===== src/rtl/sigmag_agc.sv =====
// sigmag_agc: sign/magnitude quantiser for a raw ADC stream with a
// window-based adaptive magnitude threshold.
//
//   state  | meaning
//   -------+----------------------------------------------------------
//   IDLE   | loop disabled; th follows cfg_th_init, counters cleared
//   RUN    | counting valid samples and magnitude hits in the window
//   UPDATE | one cycle; window just closed, apply +/-1 threshold step
//
// The quantiser runs in every state. In IDLE (and during reset) the
// threshold output is cfg_th_init combinationally, so reset takes effect
// on th without a clock edge and the register never needs an async load
// of a non-constant value.
module sigmag_agc #(
  parameter int DW = 12,
  parameter int TW = DW - 1,
  parameter int CW = 16
) (
  input  logic          clk,
  input  logic          resetn,
  input  logic          in_valid,
  input  logic [DW-1:0] in_data,
  input  logic          cfg_en,
  input  logic [CW-1:0] cfg_win_len,
  input  logic [CW-1:0] cfg_target,
  input  logic [CW-1:0] cfg_hyst,
  input  logic [TW-1:0] cfg_th_init,
  output logic          out_valid,
  output logic          out_sig,
  output logic          out_mag,
  output logic [TW-1:0] th,
  output logic          win_done,
  output logic [CW-1:0] mag_cnt_last
);

  localparam logic [1:0] S_IDLE = 2'd0;
  localparam logic [1:0] S_RUN  = 2'd1;
  localparam logic [1:0] S_UPD  = 2'd2;

  // common width for comparing |sample| against the threshold
  localparam int MW = (TW > DW - 1) ? TW : DW - 1;

  logic [1:0]    state;
  logic [1:0]    state_nxt;
  logic [TW-1:0] th_reg;
  logic [CW-1:0] win_cnt;
  logic [CW-1:0] mag_cnt;

  logic [DW-2:0] neg_low;
  logic [DW-2:0] abs_val;
  logic [MW-1:0] abs_ext;
  logic [MW-1:0] th_ext;
  logic          hit;

  logic [CW-1:0] eff_len;
  logic [CW:0]   win_next;
  logic [CW-1:0] mag_next;
  logic          close;

  logic [CW:0]   upper;
  logic [CW:0]   lower;
  logic          inc_req;
  logic          dec_req;
  logic [TW-1:0] th_max;

  assign th       = (state == S_IDLE) ? cfg_th_init : th_reg;
  assign win_done = (state == S_UPD);
  assign th_max   = '1;

  // absolute value of the sample; the most negative code saturates
  always_comb begin
    neg_low = (~in_data[DW-2:0]) + {{(DW-2){1'b0}}, 1'b1};
    abs_val = in_data[DW-2:0];
    if (in_data[DW-1]) begin
      if (in_data[DW-2:0] == '0) begin
        abs_val = '1;
      end else begin
        abs_val = neg_low;
      end
    end
    abs_ext = MW'(abs_val);
    th_ext  = MW'(th);
    hit     = (abs_ext >= th_ext);
  end

  // window bookkeeping: effective length, next counts, close detect
  always_comb begin
    eff_len  = (cfg_win_len == '0) ? {{(CW-1){1'b0}}, 1'b1} : cfg_win_len;
    win_next = {1'b0, win_cnt} + {{CW{1'b0}}, 1'b1};
    mag_next = mag_cnt + {{(CW-1){1'b0}}, hit};
    // ">=" so a length shortened below the running count closes at once
    close    = cfg_en && (state == S_RUN) && in_valid &&
               (win_next >= {1'b0, eff_len});
  end

  // dead-band comparison, one bit wider so target+hyst cannot wrap
  always_comb begin
    upper   = {1'b0, cfg_target} + {1'b0, cfg_hyst};
    lower   = {1'b0, cfg_target} - {1'b0, cfg_hyst};
    inc_req = ({1'b0, mag_cnt_last} > upper);
    dec_req = (cfg_hyst < cfg_target) && ({1'b0, mag_cnt_last} < lower);
  end

  // next-state logic; cfg_en low forces IDLE from any state
  always_comb begin
    state_nxt = state;
    if (!cfg_en) begin
      state_nxt = S_IDLE;
    end else begin
      case (state)
        S_IDLE:  state_nxt = S_RUN;
        S_RUN:   state_nxt = close ? S_UPD : S_RUN;
        S_UPD:   state_nxt = S_RUN;
        default: state_nxt = S_IDLE;
      endcase
    end
  end

  // state register
  always_ff @(posedge clk or negedge resetn) begin
    if (!resetn) begin
      state <= S_IDLE;
    end else begin
      state <= state_nxt;
    end
  end

  // window and hit counters; the UPDATE-cycle sample opens the next window
  always_ff @(posedge clk or negedge resetn) begin
    if (!resetn) begin
      win_cnt <= '0;
      mag_cnt <= '0;
    end else if (!cfg_en || state == S_IDLE) begin
      win_cnt <= '0;
      mag_cnt <= '0;
    end else if (state == S_RUN) begin
      if (close) begin
        win_cnt <= '0;
        mag_cnt <= '0;
      end else if (in_valid) begin
        win_cnt <= win_next[CW-1:0];
        mag_cnt <= mag_next;
      end
    end else begin
      if (in_valid) begin
        win_cnt <= {{(CW-1){1'b0}}, 1'b1};
        mag_cnt <= {{(CW-1){1'b0}}, hit};
      end else begin
        win_cnt <= '0;
        mag_cnt <= '0;
      end
    end
  end

  // hit count of the last completed window; kept across aborts
  always_ff @(posedge clk or negedge resetn) begin
    if (!resetn) begin
      mag_cnt_last <= '0;
    end else if (close) begin
      mag_cnt_last <= mag_next;
    end
  end

  // threshold register: loaded in IDLE, saturating step in UPDATE
  always_ff @(posedge clk or negedge resetn) begin
    if (!resetn) begin
      th_reg <= '0;
    end else if (state == S_IDLE) begin
      th_reg <= cfg_th_init;
    end else if (state == S_UPD) begin
      if (inc_req) begin
        if (th_reg != th_max) begin
          th_reg <= th_reg + {{(TW-1){1'b0}}, 1'b1};
        end
      end else if (dec_req) begin
        if (th_reg > {{(TW-1){1'b0}}, 1'b1}) begin
          th_reg <= th_reg - {{(TW-1){1'b0}}, 1'b1};
        end
      end
    end
  end

  // registered quantiser outputs; sig/mag hold while in_valid is low
  always_ff @(posedge clk or negedge resetn) begin
    if (!resetn) begin
      out_valid <= 1'b0;
      out_sig   <= 1'b0;
      out_mag   <= 1'b0;
    end else begin
      out_valid <= in_valid;
      if (in_valid) begin
        out_sig <= ~in_data[DW-1];
        out_mag <= hit;
      end
    end
  end

endmodule


===== config.mk =====
export PLATFORM = sky130hd
export DESIGN_NAME = sigmag_agc
export DESIGN_NICKNAME = d
export VERILOG_FILES = /design/src/rtl/sigmag_agc.sv
export SDC_FILE = /design/constraint.sdc
export NUM_CORES = 1
export LEC_CHECK = 0
export BUFFER_PORTS_ARGS = -buffer_cell sky130_fd_sc_hd__buf_2
export CAP_MARGIN = 0
export CORE_MARGIN = 8
export CORE_UTILIZATION = 63
export DETAILED_ROUTE_END_ITERATION = 10
export PLACE_DENSITY = 0.94
export SLEW_MARGIN = 15
export SYNTH_ARGS = -nofsm -noshare
export SYNTH_HDL_FRONTEND = slang
export SYNTH_SLANG_ARGS = --single-unit

===== constraint.sdc =====
create_clock -name clk -period 12.5 [get_ports clk]
set_input_delay 2.5 -clock clk [delete_from_list [all_inputs] [get_ports clk]]
set_output_delay 2.5 -clock clk [all_outputs]
set_load 0.03 [all_outputs]

# --- After elaboration in Yosys (flattened, before gate mapping) ---
# Index checks and enable logic that the tools add are counted.
word_totals:
  regBits: 64
  out_inout_bits: 31
op_classes:
  n_addsub: 7
  magnitude_cmp: 6
  bitwise: 2
  n_reduce_logical: 14
  mux: 23
  eq_ne: 5
ops:
  columns: ["cell", "n"]
  rows:
  - ["two-way mux 16 bit", 9]
  - ["two-way mux 11 bit", 9]
  - ["adder 11 x 1 -> 11 bit (second input constant)", 2]
  - ["adder 16 x 1 -> 17 bit (second input constant)", 1]
  - ["adder 16 x 16 -> 17 bit", 1]
  - [">= comparator 17 x 16 -> 1 bit", 1]
  - ["> comparator 16 x 17 -> 1 bit", 1]
  - ["< comparator 16 x 17 -> 1 bit", 1]
  - ["subtractor 16 x 16 -> 17 bit", 1]
  - ["adder 16 x 1 -> 16 bit", 1]
  - ["logical NOT 16 bit", 1]
  - ["< comparator 16 bit", 1]
  - [">= comparator 11 bit", 1]
  - ["> comparator 11 x 1 -> 1 bit (second input constant)", 1]
  - ["logical NOT 11 bit", 1]
  - ["inequality test 11 bit (second input constant)", 1]
  - ["inverter 11 bit", 1]
  - ["subtractor 11 x 1 -> 11 bit (second input constant)", 1]
  - ["nonzero test 3 bit", 2]
  - ["logical AND 1 bit", 4]
  - ["two-way mux 2 bit", 2]
  - ["inequality test 4 x 3 -> 1 bit (second input constant)", 1]
  - ["case mux 2 bit (2 select lines)", 1]
  - ["AND reduction 4 bit", 1]
  - ["other kinds (10)", 11]

# --- Longest topological paths before layout ---
depth:
  depth_word: 10
  ltp_mapped: 27
  ltp_nobuf: 26

# --- Least setup slack after synthesis ---
# Ideal clock, no wire load.
synth_path:
  path_kind: "in2reg"
  from: "input in_data[3]"
  to: "register mag_cnt[14]"
  setup_time_ns: 0.121
  required_time_ns: 12.379
  path_stages: 25
  t_arrival_ns: 7.508
  path_slack_ns: 4.871
  n_path_buf: 1
  path_cell_list: "or4_1 > or3_1 > or3_1 > or3b_1 > clkbuf_1 > and2_1 > ha_1 > nand2_1 > a21boi_0 > o21ai_0 > nand2b_1 > a21oi_1 > nor2b_1 > o21ai_0 > a32oi_1 > ha_1 > ha_1 > and3_1 > and3_1 > and3_1 > and3_1 > and3_1 > nand3_1 > a21o_1 > a22o_1"
synth_between:
  elab_chain_cells: 10
  word_cells_on_any_way: 11
  cone_classes: "add/sub: 2; order compare: 1; mux: 6; bitwise: 1; reduce/logical: 1"
synth_lines:
  columns: ["element", "line_no", "text"]
  rows:
  - ["start: declaration", "22", "input logic [DW-1:0] in_data,"]
  - ["inverter 11 bit", "72", "neg_low = (~in_data[DW-2:0]) + {{(DW-2){1'b0}}, 1'b1};"]
  - ["adder 11 x 1 -> 11 bit", "72", null]
  - ["two-way mux 11 bit", "75", "if (in_data[DW-2:0] == '0) begin"]
  - ["two-way mux 11 bit (*)", "74", "if (in_data[DW-1]) begin"]
  - [">= comparator 11 bit (*)", "83", "hit = (abs_ext >= th_ext);"]
  - ["via hit", "53", "logic hit;"]
  - ["adder 16 x 1 -> 16 bit (*)", "90", "mag_next = mag_cnt + {{(CW-1){1'b0}}, hit};"]
  - ["two-way mux 16 bit (*)", "140", "end else if (in_valid) begin"]
  - ["two-way mux 16 bit (*)", "137", "if (close) begin"]
  - ["two-way mux 16 bit (*)", "136", "end else if (state == S_RUN) begin"]
  - ["two-way mux 16 bit (*)", "133", "end else if (!cfg_en || state == S_IDLE) begin"]
  - ["end signal: assignment", "142", "mag_cnt <= mag_next;"]
  - ["end signal: assignment", "147", "mag_cnt <= {{(CW-1){1'b0}}, hit};"]
  - ["end: declaration", "47", "logic [CW-1:0] mag_cnt;"]
# The timed path passes the listed nets; every way through them passes the cells marked *. The select of a mux whose other input is x is not followed.
# A chain may end at the register's enable or synchronous reset.

# --- Worst setup path after layout ---
# Ends and elaborated chain as after synthesis.

==> run summary <==
The H-tree generated during clock tree synthesis spans 3 levels. The floorplan step set the die height to 119 um. The min-delay analysis places its worst path in the category reg2reg.

The number of max-slew violations in the final report came out at 0. IR analysis of the VDD net gives a maximum drop of 60.7 uV. TritonCTS built the clock tree. The highest clock rate is 123 MHz. Along the worst path, the maximum fanout reaches 10. The most frequently used flop master after synthesis is dfrtp_1. The number of ports placed on the die boundary came out at 106. The total count of hold-check failures in the final report is 0. The share of async-settable or async-resettable flops after synthesis came out at 100%.

The number of clock sinks seen by CTS is 64. The effective utilization at floorplan came out at 65.0%. The number of distinct library cells after synthesis is 71. In the final layout, the registers with the most flip-flops are mag_cnt: 16 flops, mag_cnt_last: 16 flops, win_cnt: 16 flops.

The number of cells upsized or downsized after cts is 0. The number of routed nets with antenna violations is 0. The total placed cells including tap cells came out at 1025. The ratio of cells with drive above 1 in the final layout is 15.6%.

The worst hold path endpoint is out_mag$_DFFE_PN0P_. The number of nets at the end of the flow came out at 1074. The most frequent cell after synthesis is ha_1. CTS placed an instance of clkbuf_8 at the clock tree root. Entering global routing, the biggest net connects 65 pins. The number of antenna diodes in the final layout is 0.

The worst-margin pin slew is 0.807 ns. The commonest cells after synthesis are 97 x ha_1, 70 x a21oi_1, 67 x inv_1, 64 x dfrtp_1, 58 x nand2_1. The total cell area at the placement stage came out at 7320 sq um. The clock passes through at most 2 buffers. The post-synthesis cell count is 814. The number of clock buffers inserted by TritonCTS is 9.

The power density over the cells is 79.3 nW/um^2. Setup repair after global routing left no endpoint under its margin. The filler cells instantiated in the layout total 792. The detailed placement HPWL is 13000 um. After detailed routing, the number of remaining DRC violations is 0.

The via count of the first global-routing pass came out at 6235. The worst max-slew margin expressed relative to the limit came out at 46.0%. In this run the critical register-to-register path is captured at mag_cnt[14]$_DFFE_PN0P_.

The leakage power summed over all cells came out at 3.93 nW. The first detailed-routing pass ran for 5 iterations. After synthesis, the cell types taking the most area are dfrtp_1 24%, ha_1 18%, xnor2_1 5.6%. The share of the synthesized area in the top cell type came out at 23.8%. For this run, the number of Yosys warnings is 0. The run finished with clean final reports. The setup skew after layout is 0.0105 ns. The count of buffers inserted at the top-level ports came out at 105. The worst register-to-register path begins at state[1]$_DFF_PN0_.

In this run the most critical hold path is launched from out_mag$_DFFE_PN0P_. The post-route standard cell area excluding fillers came out at 7490 sq um. The largest area contributor in the netlist is dfrtp_1.

The number of synthesized flops with an enable pin is 0. The first-pass GRT wire length is 27700 um. The tool flagged a number of max-cap violations equal to 0. Global routing finished with a remaining overflow of 0. The number of nets in the synthesized netlist is 988.

The register-to-register path setup slack came out at 7.26 ns. The clock network latency to the later pin of the worst-skew pair is 0.35 ns. The shortest clock period the worst path allows after layout came out at 8.14 ns. The total area inside the core boundary comes to 10400 sq um. The worst reg-to-reg path cell count is 22.

Across all layers, the routed design uses 6293 vias. The number of synthesized register bits came out at 64. The layout overhead on the synthesized area came out at 11.1%. The count of standard-cell rows is 37. The hold path depth is 1. The required time of the critical path is 12.73 ns. The number of antenna violations at the first check in global routing came to 0. The worst setup path is launched from an input pin. The number of non-filler instances in the completed layout is 1038. The x dimension of the die is 119 um.

The number of setup buffers added after CTS is 0. STA classifies the critical path endpoint as a register. The data arrival time of the critical path is 8.37 ns. The final setup violation count is 0.

The cell area after synthesis came out at 6740 sq um. After detailed routing, the average wire length per cell comes to 16.0 um. The post-route clock period utilization came out at 65.1%.

The via-per-instance ratio came out at 6.06. By startpoint and endpoint, the worst setup path is classified as in2reg. After clock tree synthesis, the clock-pin slew on the worst setup and hold paths is 0.06 ns.

The share of the Yosys chip area taken by registers is 23.8%. The number of DRC markers after the initial detailed-route iteration is 568. At the end of routability-driven placement, the weighted congestion stood at 0.939.

In this run, post-CTS hold repair placed 0 buffers. The aggregate negative setup slack is 0 ns. The synthesized area per cell is 8.28 sq um. The die area came out at 14300 sq um. The routed design has 16600 um of wire. The global-route usage over all layers is 22.9%.
==> worst max path at each step <==
stage | endpoint | slack, ns | start
2_1_floorplan | mag_cnt[14]$_DFFE_PN0P_ | 4.87 | in_data[3]
3_3_place_gp | mag_cnt[14]$_DFFE_PN0P_ | 4.44 | in_data[3]
3_5_place_dp | mag_cnt[14]$_DFFE_PN0P_ | 4.14 | in_data[3]
4_1_cts | mag_cnt[14]$_DFFE_PN0P_ | 4.37 | in_data[3]
5_1_grt | mag_cnt[14]$_DFFE_PN0P_ | 4.09 | in_data[3]
6_report | mag_cnt[14]$_DFFE_PN0P_ | 4.36 | in_data[3]
==> cells in the final DEF (no fill, tap or decap), types with 5 or more instances in the layout <==
cell	synthesis	layout
a22o_1	19	19
or3_1	17	17
o21bai_1	7	7
o21a_1	5	5
nor2b_1	9	9
ha_1	97	97
o22ai_1	8	8
nor4_1	10	10
nand2b_1	12	12
xor2_1	22	22
nor2_1	55	54
xnor2_1	43	43
and2_1	9	9
and3_1	19	19
buf_2	6	105
inv_1	67	67
nand2_1	58	58
a31oi_1	17	17
o21ai_0	20	20
dfrtp_1	64	64
a21o_1	17	17
nand3_1	22	22
nand4_1	10	10
o31ai_1	5	5
nor3_1	12	12
clkbuf_8	0	11
a21oi_1	70	70
mux2i_1	8	8
==> where the power goes <==
| part | total (W) | leakage, nW | internal (W) | switching [W] |
|---|---|---|---|---|
| sequential | 0.000227 | 0.851 | 0.000215 | 0.0000116 |
| clock | 0.000152 | 0.0842 | 0.0000792 | 0.0000732 |
| combinational | 0.000215 | 3.00 | 0.0000889 | 0.000126 |
==> metal layers <==
layer	routed length, um	GRT usage (%)	vias up
met5	0	0	-
met4	572	11.5	0
met3	1140	4.39	51
met1	7140	28.1	2899
met2	7730	37.7	245
li1	-	-	3098
==> cell type report <==
cell class | instances | area (sq um) | share of cell area, %
multi-input combinational | 646 | 4740 | 63.3
sequential | 64 | 1600 | 21.4
clock buffer | 12 | 155 | 2.07
inverter | 70 | 263 | 3.51
timing repair buffer | 109 | 556 | 7.42
tap | 136 | 170 | 2.27
clock inverter | 1 | 5.00 | 0.0668
==> stage by stage <==
stage	setup slack [ns]	power [W]	util (%)	hold slack [ns]
floorplan	4.87	0.000379	-	0.495
detailed placement	4.14	0.000441	70.5	0.498
CTS	4.37	0.000594	72.1	0.515
finish	4.36	0.000594	72.2	0.512
global placement	4.44	0.000433	70.5	0.492
global route	4.09	0.000630	72.2	0.547
==> kinds of logic (layout without fill, tap and decap cells) <==
kind of cell	count (synthesis)	count (layout)	synth area share (%)
muxes	11	11	1.69
adders and majority gates	99	99	18.6
and+or+nand+nor	250	250	18.8
xor gates and xnor gates	65	65	8.44
buffers and inverters	104	192	6.18
AOI/OAI and AO/OA	221	221	22.5
DFF	64	64	23.8
==> critical path, cell delays in order <==
cell and delay [ns]:
buf_2 0.13, or4_1 0.57, or3_1 0.34, or3_1 0.34
or3b_1 0.53, and2_1 0.22, ha_1 0.28, nand2_1 0.07
a21boi_0 0.22, o21ai_0 0.12, nand2b_1 0.09, a21oi_1 0.06
nor2b_1 0.09, o21ai_0 0.09, a32oi_1 0.33, ha_1 0.30
ha_1 0.25, and3_1 0.24, and3_1 0.24, and3_1 0.24
and3_1 0.24, and3_1 0.25, nand3_1 0.19, a21o_1 0.23
a22o_1 0.22
No activity file was read; power rests on OpenSTA's default activity.
